`config.mk`:
```
export PLATFORM = sky130hd
export DESIGN_NAME = fir_xifu_ex_flat
export DESIGN_NICKNAME = d
export VERILOG_FILES = /design/src/rtl/fir_xifu_ex_if.sv /design/src/rtl/fir_xifu_ex.sv /design/src/flat_wrapper.sv
export SDC_FILE = /design/constraint.sdc
export NUM_CORES = 1
export LEC_CHECK = 0
export CAP_MARGIN = 20
export CORE_ASPECT_RATIO = 1.4
export CORE_UTILIZATION = 51
export CTS_CLUSTER_SIZE = 28
export DETAILED_ROUTE_END_ITERATION = 6
export PLACE_DENSITY = 0.84
export SYNTH_ARGS = -nofsm -noshare
export SYNTH_HDL_FRONTEND = slang
export SYNTH_SLANG_ARGS = --single-unit
```
`constraint.sdc`:
```
create_clock -name clk_i -period 6.9 [get_ports clk_i]
set_input_delay 1.38 -clock clk_i [delete_from_list [all_inputs] [get_ports clk_i]]
set_output_delay 1.38 -clock clk_i [all_outputs]
set_load 0.02 [all_outputs]
```
`src/rtl/fir_xifu_ex_if.sv`:
```
// X-interface memory channel between the FIR execute stage and the memory unit.
// The request half and the result-return half are carried on the same bundle.
interface fir_xifu_ex_if #(
    parameter int ID_W = 4
);
    logic            mem_valid;
    logic            mem_ready;
    logic [31:0]     mem_addr;
    logic            mem_we;
    logic [3:0]      mem_be;
    logic [31:0]     mem_wdata;
    logic [ID_W-1:0] mem_id;
    logic            mem_result_valid;
    logic [ID_W-1:0] mem_result_id;

    modport master (
        output mem_valid, mem_addr, mem_we, mem_be, mem_wdata, mem_id,
        input  mem_ready, mem_result_valid, mem_result_id
    );

    modport slave (
        input  mem_valid, mem_addr, mem_we, mem_be, mem_wdata, mem_id,
        output mem_ready, mem_result_valid, mem_result_id
    );
endinterface

```
`src/rtl/fir_xifu_ex.sv`:
```
// Execute stage of the FIR X-interface coprocessor: issues sample load/store requests,
// computes the circular post-increment address and queues writeback context until results return.
module fir_xifu_ex #(
    parameter int DEPTH = 2,
    parameter int ID_W  = 4
) (
    input  logic              clk_i,
    input  logic              rst_i,

    input  logic              id_valid_i,
    output logic              id_ready_o,
    input  logic [1:0]        id_instr_i,
    input  logic [ID_W-1:0]   id_id_i,
    input  logic [31:0]       id_addr_i,
    input  logic [31:0]       id_wdata_i,
    input  logic [4:0]        id_rd_i,

    input  logic [31:0]       ctrl_stride_i,
    input  logic [31:0]       ctrl_buf_start_i,
    input  logic [31:0]       ctrl_buf_end_i,
    input  logic              ctrl_circ_en_i,

    fir_xifu_ex_if.master     mem,

    output logic              ex2wb_valid_o,
    output logic [1:0]        ex2wb_instr_o,
    output logic [31:0]       ex2wb_next_addr_o,
    output logic [4:0]        ex2wb_rd_o,
    output logic [ID_W-1:0]   ex2wb_id_o,
    output logic              err_o
);

    localparam int PTR_W = (DEPTH > 1) ? $clog2(DEPTH) : 1;
    localparam int CNT_W = $clog2(DEPTH + 1);

    localparam logic [1:0] OP_LDSAM = 2'd1;
    localparam logic [1:0] OP_STSAM = 2'd2;

    // state | meaning
    // IDLE  | waiting for a decoded instruction, ready while the queue has room
    // REQ   | memory request held on the channel until mem_ready
    typedef enum logic {IDLE, REQ} state_t;

    state_t state_q, state_d;

    logic             id_ready;
    logic             accept_mem;
    logic             push;
    logic             pop;
    logic             fifo_full;
    logic             is_mem_op;

    logic [31:0]      sum;
    logic [31:0]      next_addr;

    logic [31:0]      req_addr_q;
    logic [31:0]      req_wdata_q;
    logic             req_we_q;
    logic [ID_W-1:0]  req_id_q;
    logic [1:0]       req_instr_q;
    logic [31:0]      req_next_addr_q;
    logic [4:0]       req_rd_q;

    logic [1:0]       fifo_instr     [DEPTH];
    logic [31:0]      fifo_next_addr [DEPTH];
    logic [4:0]       fifo_rd        [DEPTH];
    logic [ID_W-1:0]  fifo_id        [DEPTH];
    logic [PTR_W-1:0] wr_ptr_q;
    logic [PTR_W-1:0] rd_ptr_q;
    logic [CNT_W-1:0] count_q;

    function automatic logic [PTR_W-1:0] inc_ptr(input logic [PTR_W-1:0] p);
        return (p == PTR_W'(DEPTH - 1)) ? '0 : p + 1'b1;
    endfunction

    assign is_mem_op = (id_instr_i == OP_LDSAM) || (id_instr_i == OP_STSAM);
    assign fifo_full = (count_q == CNT_W'(DEPTH));

    // An unsigned compare against the exclusive end also catches sum == end.
    assign sum       = id_addr_i + ctrl_stride_i;
    assign next_addr = (ctrl_circ_en_i && (sum >= ctrl_buf_end_i))
                       ? (sum - ctrl_buf_end_i + ctrl_buf_start_i) : sum;

    always_ff @(posedge clk_i) begin
        if (rst_i) state_q <= IDLE;
        else       state_q <= state_d;
    end

    always_comb begin
        state_d    = state_q;
        id_ready   = 1'b0;
        accept_mem = 1'b0;
        push       = 1'b0;
        case (state_q)
            IDLE: begin
                id_ready = !fifo_full;
                if (id_valid_i && id_ready && is_mem_op) begin
                    accept_mem = 1'b1;
                    state_d    = REQ;
                end
            end
            REQ: begin
                if (mem.mem_ready) begin
                    push    = 1'b1;
                    state_d = IDLE;
                end
            end
            default: state_d = IDLE;
        endcase
    end

    assign id_ready_o = id_ready && !rst_i;

    always_ff @(posedge clk_i) begin
        if (rst_i) begin
            req_addr_q      <= '0;
            req_wdata_q     <= '0;
            req_we_q        <= 1'b0;
            req_id_q        <= '0;
            req_instr_q     <= '0;
            req_next_addr_q <= '0;
            req_rd_q        <= '0;
        end else if (accept_mem) begin
            req_addr_q      <= id_addr_i;
            req_wdata_q     <= id_wdata_i;
            req_we_q        <= (id_instr_i == OP_STSAM);
            req_id_q        <= id_id_i;
            req_instr_q     <= id_instr_i;
            req_next_addr_q <= next_addr;
            req_rd_q        <= id_rd_i;
        end
    end

    assign mem.mem_valid = (state_q == REQ);
    assign mem.mem_addr  = req_addr_q;
    assign mem.mem_we    = req_we_q;
    assign mem.mem_be    = 4'hF;
    assign mem.mem_wdata = req_wdata_q;
    assign mem.mem_id    = req_id_q;

    assign pop = mem.mem_result_valid && (count_q != '0);

    always_ff @(posedge clk_i) begin
        if (rst_i) begin
            wr_ptr_q <= '0;
            rd_ptr_q <= '0;
            count_q  <= '0;
            for (int i = 0; i < DEPTH; i++) begin
                fifo_instr[i]     <= '0;
                fifo_next_addr[i] <= '0;
                fifo_rd[i]        <= '0;
                fifo_id[i]        <= '0;
            end
        end else begin
            if (push) begin
                fifo_instr[wr_ptr_q]     <= req_instr_q;
                fifo_next_addr[wr_ptr_q] <= req_next_addr_q;
                fifo_rd[wr_ptr_q]        <= req_rd_q;
                fifo_id[wr_ptr_q]        <= req_id_q;
                wr_ptr_q                 <= inc_ptr(wr_ptr_q);
            end
            if (pop) rd_ptr_q <= inc_ptr(rd_ptr_q);
            case ({push, pop})
                2'b10:   count_q <= count_q + 1'b1;
                2'b01:   count_q <= count_q - 1'b1;
                default: count_q <= count_q;
            endcase
        end
    end

    assign ex2wb_valid_o     = (count_q != '0);
    assign ex2wb_instr_o     = fifo_instr[rd_ptr_q];
    assign ex2wb_next_addr_o = fifo_next_addr[rd_ptr_q];
    assign ex2wb_rd_o        = fifo_rd[rd_ptr_q];
    assign ex2wb_id_o        = fifo_id[rd_ptr_q];

    // A mismatched id still pops so the queue stays aligned with the memory stream.
    always_ff @(posedge clk_i) begin
        if (rst_i) begin
            err_o <= 1'b0;
        end else if (mem.mem_result_valid &&
                     ((count_q == '0) || (mem.mem_result_id != ex2wb_id_o))) begin
            err_o <= 1'b1;
        end
    end

endmodule
```
`src/flat_wrapper.sv`:
```
// flat-port wrapper written by rule: the top's interface ports become plain ports
module fir_xifu_ex_flat 
#(
    parameter int DEPTH = 2,
    parameter int ID_W  = 4
)
  (clk_i, rst_i, id_valid_i, id_ready_o, id_instr_i, id_id_i, id_addr_i, id_wdata_i, id_rd_i, ctrl_stride_i, ctrl_buf_start_i, ctrl_buf_end_i, ctrl_circ_en_i, ex2wb_valid_o, ex2wb_instr_o, ex2wb_next_addr_o, ex2wb_rd_o, ex2wb_id_o, err_o, mem_mem_valid, mem_mem_addr, mem_mem_we, mem_mem_be, mem_mem_wdata, mem_mem_id, mem_mem_ready, mem_mem_result_valid, mem_mem_result_id);
  fir_xifu_ex_if #(.ID_W(ID_W)) mem_i ();
  input  logic clk_i;
  input  logic rst_i;
  input  logic id_valid_i;
  output logic id_ready_o;
  input  logic [1:0] id_instr_i;
  input  logic [ID_W-1:0] id_id_i;
  input  logic [31:0] id_addr_i;
  input  logic [31:0] id_wdata_i;
  input  logic [4:0] id_rd_i;
  input  logic [31:0] ctrl_stride_i;
  input  logic [31:0] ctrl_buf_start_i;
  input  logic [31:0] ctrl_buf_end_i;
  input  logic ctrl_circ_en_i;
  output logic ex2wb_valid_o;
  output logic [1:0] ex2wb_instr_o;
  output logic [31:0] ex2wb_next_addr_o;
  output logic [4:0] ex2wb_rd_o;
  output logic [ID_W-1:0] ex2wb_id_o;
  output logic err_o;
  output wire logic [$bits(mem_i.mem_valid)-1:0] mem_mem_valid;
  output wire logic [$bits(mem_i.mem_addr)-1:0] mem_mem_addr;
  output wire logic [$bits(mem_i.mem_we)-1:0] mem_mem_we;
  output wire logic [$bits(mem_i.mem_be)-1:0] mem_mem_be;
  output wire logic [$bits(mem_i.mem_wdata)-1:0] mem_mem_wdata;
  output wire logic [$bits(mem_i.mem_id)-1:0] mem_mem_id;
  input wire logic [$bits(mem_i.mem_ready)-1:0] mem_mem_ready;
  input wire logic [$bits(mem_i.mem_result_valid)-1:0] mem_mem_result_valid;
  input wire logic [$bits(mem_i.mem_result_id)-1:0] mem_mem_result_id;
  assign mem_mem_valid = mem_i.mem_valid;
  assign mem_mem_addr = mem_i.mem_addr;
  assign mem_mem_we = mem_i.mem_we;
  assign mem_mem_be = mem_i.mem_be;
  assign mem_mem_wdata = mem_i.mem_wdata;
  assign mem_mem_id = mem_i.mem_id;
  assign mem_i.mem_ready = mem_mem_ready;
  assign mem_i.mem_result_valid = mem_mem_result_valid;
  assign mem_i.mem_result_id = mem_mem_result_id;
  fir_xifu_ex #(.DEPTH(DEPTH), .ID_W(ID_W)) u_core (.clk_i(clk_i), .rst_i(rst_i), .id_valid_i(id_valid_i), .id_ready_o(id_ready_o), .id_instr_i(id_instr_i), .id_id_i(id_id_i), .id_addr_i(id_addr_i), .id_wdata_i(id_wdata_i), .id_rd_i(id_rd_i), .ctrl_stride_i(ctrl_stride_i), .ctrl_buf_start_i(ctrl_buf_start_i), .ctrl_buf_end_i(ctrl_buf_end_i), .ctrl_circ_en_i(ctrl_circ_en_i), .mem(mem_i), .ex2wb_valid_o(ex2wb_valid_o), .ex2wb_instr_o(ex2wb_instr_o), .ex2wb_next_addr_o(ex2wb_next_addr_o), .ex2wb_rd_o(ex2wb_rd_o), .ex2wb_id_o(ex2wb_id_o), .err_o(err_o));
endmodule
```
# Yosys cells after proc, flatten, opt, wreduce, memory -nomap -nowiden
# Memory sizes are Yosys's and may differ from the RTL's. A register that Yosys moved wholly into a read port is not among the register bits.
# Index checks and enable logic that the tools add are counted.
[op_classes] n_addsub=7 magnitude_cmp=1 eq_ne=6 mux=36 n_reduce_logical=17 bitwise=1
[ops] cell="$add A32 B32 Y32" n=2
[ops] cell="$mux W32" n=2
[ops] cell="$ge A32 B32 Y1" n=1
[ops] cell="$reduce_or A32 Y1" n=1
[ops] cell="$sub A32 B32 Y32" n=1
[ops] cell="$mux W1" n=29
[ops] cell="$eq A2 B2 Y1 const B" n=3
[ops] cell="$logic_and A1 B1 Y1" n=6
[ops] cell="$mux W5" n=1
[ops] cell="$reduce_or A5 Y1" n=1
[ops] cell="$eq A2 B1 Y1 const B" n=2
[ops] cell="$mux W4" n=1
[ops] cell="$ne A4 B4 Y1" n=1
[ops] cell="$pmux W2 S2" n=1
[ops] cell="$reduce_bool A2 Y1" n=2
[ops] cell="$reduce_or A4 Y1" n=1
[ops] cell="$add A1 B1 Y1 const B" n=2
[ops] cell="$add A2 B1 Y2 const B" n=1
[ops] cell="$logic_not A1 Y1" n=2
[ops] cell="$logic_not A2 Y1" n=1
[ops] cell="$logic_or A1 B1 Y1" n=2
[ops] cell="$mux W2" n=1
[ops] cell="$pmux W1 S2" n=1
[ops] cell="$reduce_or A2 Y1" n=1
[ops] cell="2 further kinds" n=2
[word_totals] memories=4 reg_bits=114 wordCells=84 ram_bits=86 output_inout_bits=120
[memory_table] memory="u_core.fifo_next_addr" words=2 word_bits=32 rd=1 rd_ports_with_merged_regs=1 wr=2 line_no="fir_xifu_ex.sv:65" source="logic [31:0] fifo_next_addr [DEPTH];"
[memory_table] memory="u_core.fifo_rd" words=2 word_bits=5 rd=1 rd_ports_with_merged_regs=1 wr=2 line_no="fir_xifu_ex.sv:66" source="logic [4:0] fifo_rd [DEPTH];"
[memory_table] memory="u_core.fifo_id" words=2 word_bits=4 rd=1 rd_ports_with_merged_regs=1 wr=2 line_no="fir_xifu_ex.sv:67" source="logic [ID_W-1:0] fifo_id [DEPTH];"
[memory_table] memory="u_core.fifo_instr" words=2 word_bits=2 rd=1 rd_ports_with_merged_regs=1 wr=2 line_no="fir_xifu_ex.sv:64" source="logic [1:0] fifo_instr [DEPTH];"

# Logic depth before layout (Yosys ltp)
# Gate-level depths: netlist of run 1.
[logic_depth] depth_word=7 depth_mapped=23 depth_no_buf=22

# Worst setup path before layout of run 1
# Ideal clock, no wire load.
[synth_timing] kind="input to register" startpoint="in id_addr_i[0]" endpoint="reg u_core.req_next_addr_q[31]" setup_slack_ps=992 arrival_ps=5786 setup_ps=122 stages=22 n_path_buf=0 cell_sequence="ha_1 -> fa_1 -> a21oi_1 -> nand4b_1 -> a21oi_1 -> o21ai_1 -> o22a_1 -> a31oi_1 -> xor2_1 -> inv_1 -> fa_1 -> inv_1 -> ha_1 -> a21o_1 -> a21o_1 -> a221oi_1 -> o21ai_1 -> a21oi_1 -> nand4b_1 -> nand4_1 -> and3_1 -> a311o_1"
[synth_between] elab_chain_cells=4 elab_cells_between_ends=6 classes_between="add/sub: 3; order compare: 1; mux: 1; reduce/logical: 1"
[synth_rtl] item="start: declaration" line_no="flat_wrapper.sv:15" source="input logic [31:0] id_addr_i;"
[synth_rtl] item="$add A32 B32 Y32 (*)" line_no="fir_xifu_ex.sv:80" source="assign sum = id_addr_i + ctrl_stride_i;"
[synth_rtl] item="$sub A32 B32 Y32 or $ge A32 B32 Y1 (tied branches)" line_no="fir_xifu_ex.sv:82, fir_xifu_ex.sv:81"
[synth_rtl] item="$add A32 B32 Y32 or $logic_and A1 B1 Y1 (tied branches)" line_no="fir_xifu_ex.sv:82, fir_xifu_ex.sv:81"
[synth_rtl] item="$mux W32 (*)" line_no="fir_xifu_ex.sv:82" source="? (sum - ctrl_buf_end_i + ctrl_buf_start_i) : sum;"
[synth_rtl] item="end signal: assignment" line_no="fir_xifu_ex.sv:129" source="req_next_addr_q <= next_addr;"
[synth_rtl] item="end: declaration" line_no="fir_xifu_ex.sv:61" source="logic [31:0] req_next_addr_q;"
# Every way passes the cells marked *; elsewhere a longest branch is shown, timed or not.
# A chain may end at the register's enable or synchronous reset.

# Final worst setup path of run 1
# Ends and elaborated chain as after synthesis.

==> metrics.md, run 1 <==
| Metric | Value |
|---|---|
| Power Dens Cells | about 250 nW/um2 |
| Setup Skew | roughly 12 ps |
| Crit path capture type | flop |
| CP Max Fanout | 7 |
| Top post-synthesis cells by area | edfxtp_1 (20%), dfxtp_1 (18%), ha_1 (9.4%) |
| CP Class | input pin to flop |
| Leak | 7.13 nW |
| CTS max path bufs | 3 |
| Die X | 137 um |
| Final Util | 0.683 |
| Rows | between 60 and 70 |
| Fin. Hold Viols | 0 |
| Achievable Freq | roughly 160 MHz |
| Die area | 26100 um2 |
| Fin Setup TNS | 0 ps |
| Clk_lat worst skew | 510 ps |
| Final hold slack | around 450 ps |
| Initial core utilization | 0.522 |
| CTS tree | built |
| Required time worst endpoint | 7290 ps |
| Post-CTS sizing | 0 |
| Minimum clock period after layout | 6410 ps |
| Post-DRT Antenna Nets | 0 |
| Gpl congestion | 0.890 |
| DRC | 0 |
| IO buf count | just under 300 |
| First-pass GRT wire length | 54400 um |
| Routed vias/inst | 5.46 |
| Post-DP HPWL | 26000 um |
| Post-Layout Cell Count | 2040 |
| Final period utilization | 0.929 |
| Routed WL per cell | 16.9 um |
| Synthesis-to-layout area growth | 30.9% |
| Layout cells sized above 1 | 0.0667 |
| Top FF cell, synth | dfxtp_1 |
| Yosys top cell by area | edfxtp_1 |
| Post-synthesis register bit count | between 200 and 250 |
| Root Buffer | clkbuf_16 |
| Pin count of the biggest net entering global routing | 60 |
| VDD IR max | 0.189 mV |
| Core ar. | around 25000 um2 |
| Post-synthesis average cell area | ~9.0 um2 |
| Nets | 2019 |
| Worst-Margin Slew | around 960 ps |
| Setup Buffers After CTS | 0 |
| Hold_buf cts | 0 |
| Synth Warn # | 0 |
| Setup crit start kind | input pin |
| RSZ-0062 raised after global routing | no |
| Hold/Removal Path Class | flop to flop |
| Synth top area share | 0.199 |
| Syn Inst Count | 1435 |
| Relative slew slack | 0.355 |
| Sequential element share of the synthesized area | 0.377 |
| Antenna cells | 0 |
| Fin. max-slew vios | 0 |
| Via count | 11100 |
| Final Setup Violations | 0 |
| Fin worst setup slack | 490 ps |
| Mapped cell area | 13000 um2 |
| Vias in the first global route | between 10000 and 15000 |
| DIE HEIGHT | between 150 and 200 um |
| Max Cap Viol | 0 |
| GR Overflow Total | 0 |
| Pre-antenna DRT Iters | 6 |
| Status | finished clean |
| Initial antenna violation count | 0 |
| Fillers | 1964 |
| Pre-CTS setup slack | 49.8 ps |
| Gr usage total | 0.262 |
| WP data arrival | 6800 ps |
| Post-Place Cells | 1998 |
| Initial DRC Count | roughly 630 |
| Synth async-reset ratio | 0 |
| Routed WL | 34400 um |
| CTS H-tree lvls | 1 |
| IO Pins | around 300 |
| Count of cell types in the netlist | 75 |
| Worst-path clk slew | 60 ps |
| EDFF count, synth | 86 |
| Total CTS buffers | 22 |
| Clk sinks | about 200 |
[registers in the layout (all words and copies together) (netlist names), named ones only]
register	count
u_core.fifo_next_addr	64
u_core.mem.mem_addr	32
u_core.mem.mem_wdata	32
u_core.req_next_addr_q	32
u_core.fifo_rd	10
u_core.fifo_id	8
u_core.req_rd_q	5
u_core.fifo_instr	4
u_core.mem.mem_id	4
u_core.count_q	2
u_core.req_instr_q	2
u_core.err_o	1
u_core.mem.mem_valid	1
u_core.mem.mem_we	1
u_core.rd_ptr_q	1
u_core.wr_ptr_q	1
[final timing paths]
kind                           from                         end  slack (ps)  cells after the start
max                    id_addr_i[0]  u_core.req_next_addr_q[31]         490                     21
min          u_core.mem.mem_addr[4]      u_core.mem.mem_addr[4]         450                      2
max reg2reg       u_core.count_q[0]  u_core.req_next_addr_q[26]        3990                      7
min reg2reg  u_core.mem.mem_addr[4]      u_core.mem.mem_addr[4]         450                      2
[cell type report]
cell class | count | area (um2) | area share
repair buffers | 312 | 3130 | 0.184
flip-flops and latches | 201 | 4890 | 0.288
multi-input cells | 1029 | 7310 | 0.431
inverters | 143 | 537 | 0.0316
well taps | 315 | 394 | 0.0232
clock buffers | 30 | 622 | 0.0366
clock inverters | 10 | 91.3 | 0.00538
[stage by stage]
stage          area, um2  power (mW)
2_1_floorplan      13000        2.53
3_3_place_gp       16200        3.01
3_5_place_dp       16200        3.05
4_1_cts            16900        4.22
5_1_grt            17000        4.47
6_report           17000        4.22
[kinds of logic after synthesis]
group,Yosys count,synth area share
AOI/OAI and AO/OA,335,0.166
xor gates and xnor gates,55,0.0371
adders and majority gates,129,0.143
buffers and inverters,208,0.0626
DFF,201,0.377
muxes,58,0.0490
other,1,0.000289
and+or+nand+nor,448,0.165
[critical path, cell delays in order]
cell             delay (ps)
clkdlybuf4s50_1         430
ha_1                    260
fa_1                    410
a21oi_1                 180
nand4b_1                160
a21oi_1                 120
o21ai_1                 310
buf_4                   190
o2111ai_1               210
and2_1                  230
o41ai_1                 410
or2_2                   230
fa_1                    430
ha_1                    390
a21o_1                  210
a21o_1                  210
a21o_1                  190
a22oi_1                 200
nand4_1                 130
and3_1                  230
a311o_1                 310
[power breakdown]
part | internal, mW | total (mW) | leakage [nW] | switching, mW
registers | 1.31 | 1.36 | 1.83 | 0.0428
logic | 0.762 | 1.70 | 4.96 | 0.939
clock network | 0.675 | 1.16 | 0.344 | 0.487
total | 2.75 | 4.22 | 7.13 | 1.47
[layer usage]
layer / up-vias / routed length (um) / GRT usage
met1: 5221 / 13300 / 0.292
met5: - / 0 / 0
met2: 360 / 18100 / 0.500
met4: 0 / 1160 / 0.0966
li1: 5481 / - / -
met3: 77 / 1890 / 0.0284
[cell usage in the layout, fill, tap and decap left out, types with 44 or more instances in the layout]
cell type | netlist | routed
clkdlybuf4s50_1 | 0 | 295
nand2_1 | 209 | 209
dfxtp_1 | 115 | 114
a21oi_1 | 151 | 151
mux2_2 | 44 | 44
edfxtp_1 | 86 | 86
nor2_1 | 49 | 49
inv_1 | 142 | 142
and2_1 | 90 | 90
ha_1 | 97 | 97
[synthesized netlist by cell type (all sizes together), types with 8 or more instances]
cell type and count:
ha 97, o21ai 45, dfxtp 115, mux2 44, a21o 34, and3 13
nand3 17, edfxtp 86, a211oi 19, o21a 10, inv 143, and2 90
nand2 209, fa 32, nor2 49, a31oi 11, nand2b 8, clkbuf 51
o211ai 8, buf 14, xnor2 33, mux2i 14, xor2 22, nor3 20
a21oi 152
(Power assumes the default switching activity.)
==> inputs of run 2 (changes only) <==
- CTS_CLUSTER_SIZE: 28 -> not set
- SLEW_MARGIN: not set -> 25
==> metrics.md, run 2 (same netlist as run 1, synthesis figures left out) <==
| Metric | Value |
|---|---|
| Status | finished clean |
| Fin. max-slew vios | 0 |
| Critical path's slowest cell | fa_1 |
| Pre-antenna DRT Iters | 5 |
| Fin. Hold Viols | 0 |
| Initial core utilization | 0.522 |
| Post-DP HPWL | 26000 um |
| Initial antenna violation count | 1 |
| Post-CTS sizing | 0 |
| Setup Skew | 9.35 ps |
| Hold_buf cts | 0 |
| Placement Cell Area | 16200 um2 |
| DRC | 0 |
| Gr usage total | 0.260 |
| Hold/Removal Path Class | flop to flop |
| Nets | 2017 |
| Power Dens Cells | 250 nW/um2 |
| IO Pins | 301 |
| Final hold slack | 454 ps |
| Layout cells sized above 1 | 0.0667 |
| Die area | 26100 um2 |
| Cell family with most CP delay | compound AO/OA/AOI/OAI gates |
| Max Cap Viol | 0 |
| Routed WL | 34100 um |
| Most common cell after layout, fill and taps aside | clkdlybuf4s50_1 |
| Core ar. | roughly 25000 um2 |
| Ordered list of cells on the worst path | clkdlybuf4s50_1, ha_1, fa_1, a21oi_1, nand4b_1, a21oi_1, o21ai_1, o22a_1, a31oi_1, xor2_1, inv_1, fa_1, inv_1, ha_1, a21o_1, a21o_1, a221oi_1, o21ai_1, a31oi_1, o21bai_1, a21oi_1, mux2_2, a211oi_2 |
| Routed WL per cell | about 17 um |
| Fin Setup TNS | 0 ps |
| Slowest stage delay, CP | approximately 480 ps |
| Largest register by flop count | u_core.fifo_next_addr |
| Most frequent cells in the layout | clkdlybuf4s50_1 (295), nand2_1 (209), a21oi_1 (151), inv_1 (142), dfxtp_1 (114) |
| Post-Layout Cell Count | 2039 |
| Root Buffer | clkbuf_16 |
| Initial DRC Count | 686 |
| Rows | 68 |
| Post-route cell area | 17000 um2 |
| Final period utilization | 0.927 |
| CTS tree | built |
| GR Overflow Total | 0 |
| CTS H-tree lvls | 1 |
| DIE HEIGHT | 191 um |
| Via count | 11200 |
| CTS max path bufs | 3 |
| Routed vias/inst | 5.49 |
| Post-DRT Antenna Nets | 0 |
| Setup crit start kind | input pin |
| CP Class | input pin to flop |
| Setup Buffers After CTS | 0 |
| Largest register FFs | 64 |
| IO buf count | 296 |
| Post-Place Cells | ~2000 |
| Minimum clock period after layout | 6390 ps |
| Total CTS buffers | 22 |
| Vias in the first global route | about 11000 |
| Final Setup Violations | 0 |
| CP Max Fanout | 5 |
| Synthesis-to-layout area growth | 30.7% |
| Clk sinks | 201 |
| First-pass GRT wire length | 54200 um |
| Pin count of the biggest net entering global routing | 60 |
| Worst-Margin Slew | roughly 960 ps |
| Crit path capture type | flop |
| Required time worst endpoint | ~7300 ps |
| Die X | 137 um |
| RSZ-0062 raised after global routing | no |
| Relative slew slack | 0.358 |
| Clk_lat worst skew | 500 ps |
| Worst-path clk slew | around 70 ps |
| VDD IR max | 0.191 mV |
| Achievable Freq | 156 MHz |
| Critical path buffers and inverters | 3 |
| Most frequent CP cell | a21oi_1 |
| Gpl congestion | a little under 0.9 |
| Leak | roughly 7.1 nW |
| WP data arrival | 6820 ps |
run 2: cell types whose count changed in the layout (fill, tap and decap cells not counted):
cell / change
diode_2: +1
bufinv_16: +1
clkinv_1: +1
inv_8: -1
dfxtp_2: -1
clkbuf_1: -3
clkinv_2: +2
buf_16: -1
or2_2: -1
buf_12: -1
dfxtp_4: +1
or2_4: +1
run 2: final cells by class:
| cell class | count | area [um2] |
|---|---|---|
| clock inverters | 13 | 124 |
| diodes | 1 | 2.50 |
| clock buffers | 27 | 611 |
| fillers | 1986 | 7890 |
| well taps | 315 | 394 |
| flip-flops and latches | 201 | 4890 |
| inverters | 143 | 537 |
| repair buffers | 310 | 3080 |
| multi-input cells | 1029 | 7320 |
run 2: tightest hold or removal path, stage by stage, from the launching register on:
cell and delay (ps):
dfxtp_1 300, nand2_1 50, a21oi_1 50
run 2: layer usage:
metal	wire length, um	part of all wire	track usage	up-vias
met5	0	0	0	-
met4	1260	0.037	0.103	0
met1	12900	0.38	0.290	5248
met2	17900	0.53	0.492	374
li1	-	-	-	5492
met3	1960	0.057	0.0306	81
run 2: power breakdown:
group          internal [mW]  switching, mW
Clock                  0.705          0.478
Combinational          0.757          0.930
Sequential              1.31         0.0474
Total                   2.78           1.46
run 2: per-stage QoR:
| stage | total power [mW] | util | worst slack (ps) |
|---|---|---|---|
| 6_report | 4.23 | 0.682 | 506 |
| 3_5_place_dp | 3.06 | 0.652 | 78.1 |
| 2_1_floorplan | 2.53 | - | 992 |
| 4_1_cts | 4.25 | 0.682 | 580 |
| 5_1_grt | 4.49 | 0.682 | 86.2 |
| 3_3_place_gp | 3.01 | 0.652 | 218 |
run 2: worst paths after layout:
check	start	to	slack (ps)	cells after the start
max	id_addr_i[0]	u_core.req_next_addr_q[25]	510	23
min	u_core.mem.mem_wdata[20]	u_core.mem.mem_wdata[20]	450	2
max reg2reg	u_core.count_q[0]	u_core.req_next_addr_q[26]	3970	7
min reg2reg	u_core.mem.mem_wdata[20]	u_core.mem.mem_wdata[20]	450	2
==> edit 1: new RTL, settings of run 2 <==
`DEPTH` is set to 2 in 2 places; all go to 8.
--- a/src/rtl/fir_xifu_ex.sv
+++ b/src/rtl/fir_xifu_ex.sv
@@ -3,3 +3,3 @@
 module fir_xifu_ex #(
-    parameter int DEPTH = 2,
+    parameter int DEPTH = 8,
     parameter int ID_W  = 4
--- a/src/flat_wrapper.sv
+++ b/src/flat_wrapper.sv
@@ -3,3 +3,3 @@
 #(
-    parameter int DEPTH = 2,
+    parameter int DEPTH = 8,
     parameter int ID_W  = 4
Formal check against the unedited RTL: not equivalent (a bounded check fails within 10 cycles, from zero or initial values and one cycle with rst_i high).
==> edit 1 against run 2 <==
Cell area is 79% higher. Synthesized area up 92%. Wire length increased by 87%. Clock skew grew 0.011 ns. Worst setup slack got worse by 0.066 ns. Power up 84%. Sequential cell count is 266 higher. Hold slack lost 0.0018 ns. Largest cell class is now flip-flops and latches.
==> edit 1: results (changes against run 2) <==
- The endpoint of the lowest-slack register-to-register path is u_core.fifo_next_addr[0][22]$_SDFFCE_PN0P_.
- The count of sequential standard cells is 467 (+130%).
- The count of plain and timing-repair buffers in the layout was 361 (+16%).
- The number of cells on the worst reg-to-reg path was 6 (-1).
- The fraction of the cycle the final worst path needs is 0.936 (+0.00956).
- The routed wirelength normalized by instance count is 20.4 µm (+22%).
- The critical path arrival is 6.91 ns (+0.09 ns).
- The count of cell types in the netlist was 73 (-2.7%).
- The proportion of layout cells with a drive suffix above 1 is 0.117 (+0.0504).
- The average vias per placed instance is 5.65 (+2.9%).
- The number of flops mapped to enable cells by yosys is 344 (+300%).
- The final weighted congestion of routability-driven global placement is 0.880 (-1.1%).
- The number of multi-input combinational cells in the layout was 1442 (+40%).
- The CTS H-tree depth is 2 (+1).
- The worst setup slack after placement was -0.0318 ns (-0.110 ns).
- The clock tree buffer count of the final layout is 58 (+110%).
- The combined area of the multi-input logic cells came to 0.0112 mm² (+54%).
- The worst clock skew on the final layout is 0.0204 ns (+0.0111 ns).
- The initial antenna violation count is 2 (+1).
- The internal power of the cells is 5.46 mW (+97%).
- For hold timing, the worst endpoint is u_core.mem.mem_wdata[25]$_SDFFE_PP0P_.
- The launch point of the worst hold path is u_core.mem.mem_wdata[25]$_SDFFE_PP0P_.
- The most frequently used flop master after synthesis is sky130_fd_sc_hd__edfxtp_1.
- The global router's overall resource usage came to 0.257 (-0.00355).
- The via count of the first global-routing pass is 18700 (+66%).
- The worst register-to-register path begins at u_core.mem.mem_valid$_SDFF_PP0_.
- The fraction of area in non-clock buffers was 0.116 (-0.0656).
- The number of CTS-inserted buffers is 44 (+100%).
- The flow ran to the end, and the final reports show no timing, DRC or antenna violations.
- The register-to-register setup slack was 3.77 ns (-0.20 ns).
- The reported leakage power came to 11.9 nW (+67%).
edit 1: cell types whose count changed after synthesis, moves of 13 or more:
cell / before / now
sky130_fd_sc_hd__a21o_1: 34 / 47
sky130_fd_sc_hd__nand2_1: 209 / 222
sky130_fd_sc_hd__edfxtp_1: 86 / 344
sky130_fd_sc_hd__mux2i_1: 14 / 1
sky130_fd_sc_hd__nor2_1: 49 / 81
sky130_fd_sc_hd__clkbuf_1: 51 / 94
sky130_fd_sc_hd__mux4_2: 0 / 86
sky130_fd_sc_hd__and2_1: 90 / 348
edit 1: layer usage:
layer	global-route usage	vias up	routed length (µm)
met2	0.469	712	33500
met1	0.301	8574	23600
li1	-	8260	-
met4	0.101	2	2350
met5	0	-	11
met3	0.0363	156	4300
edit 1: kinds of logic (layout without fill, tap and decap cells):
logic type | Yosys count | count (layout) | synth area share
buf+inv | 267 | 593 | 0.0423
simple gates | 760 | 760 | 0.159
other cells | 1 | 5 | 0.000150
mux | 131 | 131 | 0.0979
flops | 467 | 467 | 0.513
compound gates | 355 | 355 | 0.0897
fa+ha+maj | 136 | 136 | 0.0781
xor+xnor | 56 | 56 | 0.0197
edit 1: through the flow:
step	std cells	area (µm²)	power, mW	TNS (ns)
CTS	3131	30300	7.81	0
floorplan	2176	25000	4.73	0
finish	3133	30300	7.78	0
detailed placement	3052	28900	5.46	-0.0676
global route	3133	30300	8.14	0
global placement	3050	28900	5.41	-0.00295
edit 1: worst reg2reg max path, cell delays in order, from the launching register on:
cell,delay (ns)
sky130_fd_sc_hd__dfxtp_1,0.42
sky130_fd_sc_hd__nand2_1,0.19
sky130_fd_sc_hd__or3_1,0.61
sky130_fd_sc_hd__nor3_2,0.20
sky130_fd_sc_hd__buf_4,0.51
sky130_fd_sc_hd__or2_2,0.21
sky130_fd_sc_hd__buf_4,0.61
==> edit 2: new RTL, config.mk and constraints of run 2 <==
Made on the original files. Make the reset (`rst_i`) asynchronous in 4 clocked blocks.
--- a/src/rtl/fir_xifu_ex.sv
+++ b/src/rtl/fir_xifu_ex.sv
@@ -83,3 +83,3 @@
 
-    always_ff @(posedge clk_i) begin
+    always_ff @(posedge clk_i or posedge rst_i) begin
         if (rst_i) state_q <= IDLE;
@@ -113,3 +113,3 @@
 
-    always_ff @(posedge clk_i) begin
+    always_ff @(posedge clk_i or posedge rst_i) begin
         if (rst_i) begin
@@ -142,3 +142,3 @@
 
-    always_ff @(posedge clk_i) begin
+    always_ff @(posedge clk_i or posedge rst_i) begin
         if (rst_i) begin
@@ -177,3 +177,3 @@
     // A mismatched id still pops so the queue stays aligned with the memory stream.
-    always_ff @(posedge clk_i) begin
+    always_ff @(posedge clk_i or posedge rst_i) begin
         if (rst_i) begin
Check against the original RTL: differs if rst_i is asserted again (counterexample within 4 cycles, from zero or initial values and one cycle with rst_i high); with rst_i held inactive, the same outputs for 4 cycles.
==> edit 2 against run 2 <==
Cell area increased by 1.8%. Via count shrank 0.48%. Critical path depth is the same. Wire length is 0.36% higher. Synthesized cell count down 1.7%. First-iteration DRC count fell by 49%. Worst setup slack worse by 0.093 ns. Synthesized area increased by 1.9%. Sequential cell count is 1 lower. Critical path type unchanged.
Power is not compared: it rests on default switching activity, and its combinational part moved more than twofold at a synthesized area within 25%.
==> edit 2: results (changes against run 2) <==
- The average vias per placed instance is 5.46 (-0.58%).
- The multiplexer area fraction after synthesis came to 0.120 (+0.0709).
- The combined area of the multi-input logic cells is 0.00748 mm² (+2.2%).
- The xor and xnor fraction of the mapped netlist area was 0.0424 (+0.00529).
- The number of CTS-inserted buffers is 17 (-23%).
- Ranked by instance count, the synthesized netlist is headed by 287 x sky130_fd_sc_hd__nand2_1, 200 x sky130_fd_sc_hd__dfrtp_1, 146 x sky130_fd_sc_hd__inv_1, 130 x sky130_fd_sc_hd__mux2_2, 97 x sky130_fd_sc_hd__ha_1.
- The number of cells on the worst reg-to-reg path came to 6 (-1).
- The growth of design area from synthesis to finish is 30.7% (about the same).
- The maximum fanout count along the critical path came to 27 (+22).
- The detailed placement HPWL is 26000 µm (-0.14%).
- The number of signal-net inverters in the final layout is 146 (+2.1%).
- The number of multi-input combinational cells in the layout is 1017 (-1.2%).
- The first-pass GRT wire length is 54900 µm (+1.3%).
- The worst clock skew on the final layout is 0.0110 ns (+0.00166 ns).
- The run finished with clean final reports.
- The die boundary width was 138 µm (+0.91%).
- The adder-cell share of the synthesized area was 0.140 (-0.00260).
- The CTS H-tree depth is 4 (+3).
- The number of diodes added for antenna fixing is 0 (-1).
- The number of fill cells in the layout is 2018 (+1.6%).
- The endpoint identified for the worst register-to-register timing path is u_core.mem.mem_wdata[13]$_DFFE_PP0P_.
- The via count of the first global-routing pass is 11400 (+0.86%).
- The share of the synthesized area in compound gates (AO/OA/AOI/OAI) came to 0.132 (-0.0343).
- The share of synthesized flip-flops with an asynchronous set or reset is 1.00 (+1.00).
- The beginning of the worst register-to-register path is u_core.count_q[0]$_DFFE_PP0P_.
- The cell area after placement is 0.0166 mm² (+2.7%).
- The register-to-register setup slack is 4.64 ns (+0.67 ns).
- The area fraction of clock buffers and clock inverters was 0.0338 (-0.00955).
- The maximum root-to-sink buffer count came to 2 (-1).
- The met3 capacity usage during global routing came to 0.0397 (+0.00913).
- The number of design-rule violations left by the first detailed-router iteration was 351 (-49%).
- The fraction of area in non-clock buffers is 0.188 (+0.00615).
- The final weighted congestion of routability-driven global placement is 0.895 (+0.57%).
- The transition at the pin with the smallest max-transition slack is 0.874 ns (-0.0853 ns).
- The clock latency reported for the late side of the worst-skew pair is 0.44 ns (-0.06 ns).
- The count of plain and timing-repair buffers in the layout is 327 (+5.5%).
- The count of TritonRoute iterations in the first routing pass came to 4 (-1).
- The total wire length is 34200 µm (+0.36%).
- The number of sinks on the clock net was 200 (-0.50%).
- The count of cell types in the netlist is 65 (-13%).
- The proportion of synthesized chip area in sequential cells was 0.379 (+0.00224).
- The area taken by flip-flops and latches was 0.00501 mm² (+2.5%).
[edit 2: changes by cell type after synthesis, sizes merged, moves of 78 or more]
cell,before,now
and2,90,6
edfxtp,86,0
a21oi,152,71
mux2,44,130
dfrtp,0,200
nand2,209,287
dfxtp,115,0
[edit 2: routing by layer]
metal / routed length (µm) / vias up
met3: 1360 / 75
met2: 17800 / 314
met4: 1190 / 0
met5: 0 / -
li1: - / 5358
met1: 13800 / 5394
[edit 2: critical path, stage by stage]
cell and delay [ns]:
sky130_fd_sc_hd__clkdlybuf4s50_1 0.43, sky130_fd_sc_hd__ha_1 0.26, sky130_fd_sc_hd__fa_1 0.43, sky130_fd_sc_hd__a211oi_1 0.24, sky130_fd_sc_hd__o21bai_1 0.19, sky130_fd_sc_hd__o211ai_2 0.23
sky130_fd_sc_hd__a31oi_2 0.16, sky130_fd_sc_hd__a311o_1 0.39, sky130_fd_sc_hd__a221o_1 0.32, sky130_fd_sc_hd__a21oi_1 0.22, sky130_fd_sc_hd__nor2_1 0.09, sky130_fd_sc_hd__nor2_1 0.12
sky130_fd_sc_hd__xnor2_1 0.13, sky130_fd_sc_hd__ha_1 0.33, sky130_fd_sc_hd__nand3_1 0.11, sky130_fd_sc_hd__nor2_1 0.23, sky130_fd_sc_hd__nand3_1 0.19, sky130_fd_sc_hd__a211oi_1 0.18
sky130_fd_sc_hd__o21ai_0 0.21, sky130_fd_sc_hd__nand2_1 0.25, sky130_fd_sc_hd__buf_12 0.22, sky130_fd_sc_hd__mux2i_1 0.33, sky130_fd_sc_hd__o21ai_0 0.11
[edit 2: timing repair]
| item | 4_1_cts | 5_1_grt |
|---|---|---|
| endpoints found under the setup margin | 0 | 1 |
| gates resized for setup | 0 | 1 |
| hold endpoints to repair | 0 | 0 |
[edit 2: how the worst max path moves through the flow]
stage	start	endpoint	slack [ns]	depth (start not counted)
floorplan	rst_i	id_ready_o	0.66	2
global placement	id_addr_i[0]	u_core.req_next_addr_q[4]$_DFFE_PP0P_	0.05	24
detailed placement	id_addr_i[1]	u_core.req_next_addr_q[31]$_DFFE_PP0P_	0.04	23
CTS	id_addr_i[0]	u_core.req_next_addr_q[4]$_DFFE_PP0P_	0.50	24
global route	id_addr_i[1]	u_core.req_next_addr_q[31]$_DFFE_PP0P_	0.08	23
finish	id_addr_i[0]	u_core.req_next_addr_q[12]$_DFFE_PP0P_	0.41	23
[edit 2: power groups by stage]
stage | combinational, mW | sequential [mW] | clock, mW
6_report | 3.64 | 2.08 | 1.00
5_1_grt | 3.95 | 2.15 | 1.07
4_1_cts | 3.66 | 2.08 | 1.03
3_5_place_dp | 3.63 | 2.10 | 0
3_3_place_gp | 3.56 | 2.05 | 0
2_1_floorplan | 2.09 | 2.19 | 0
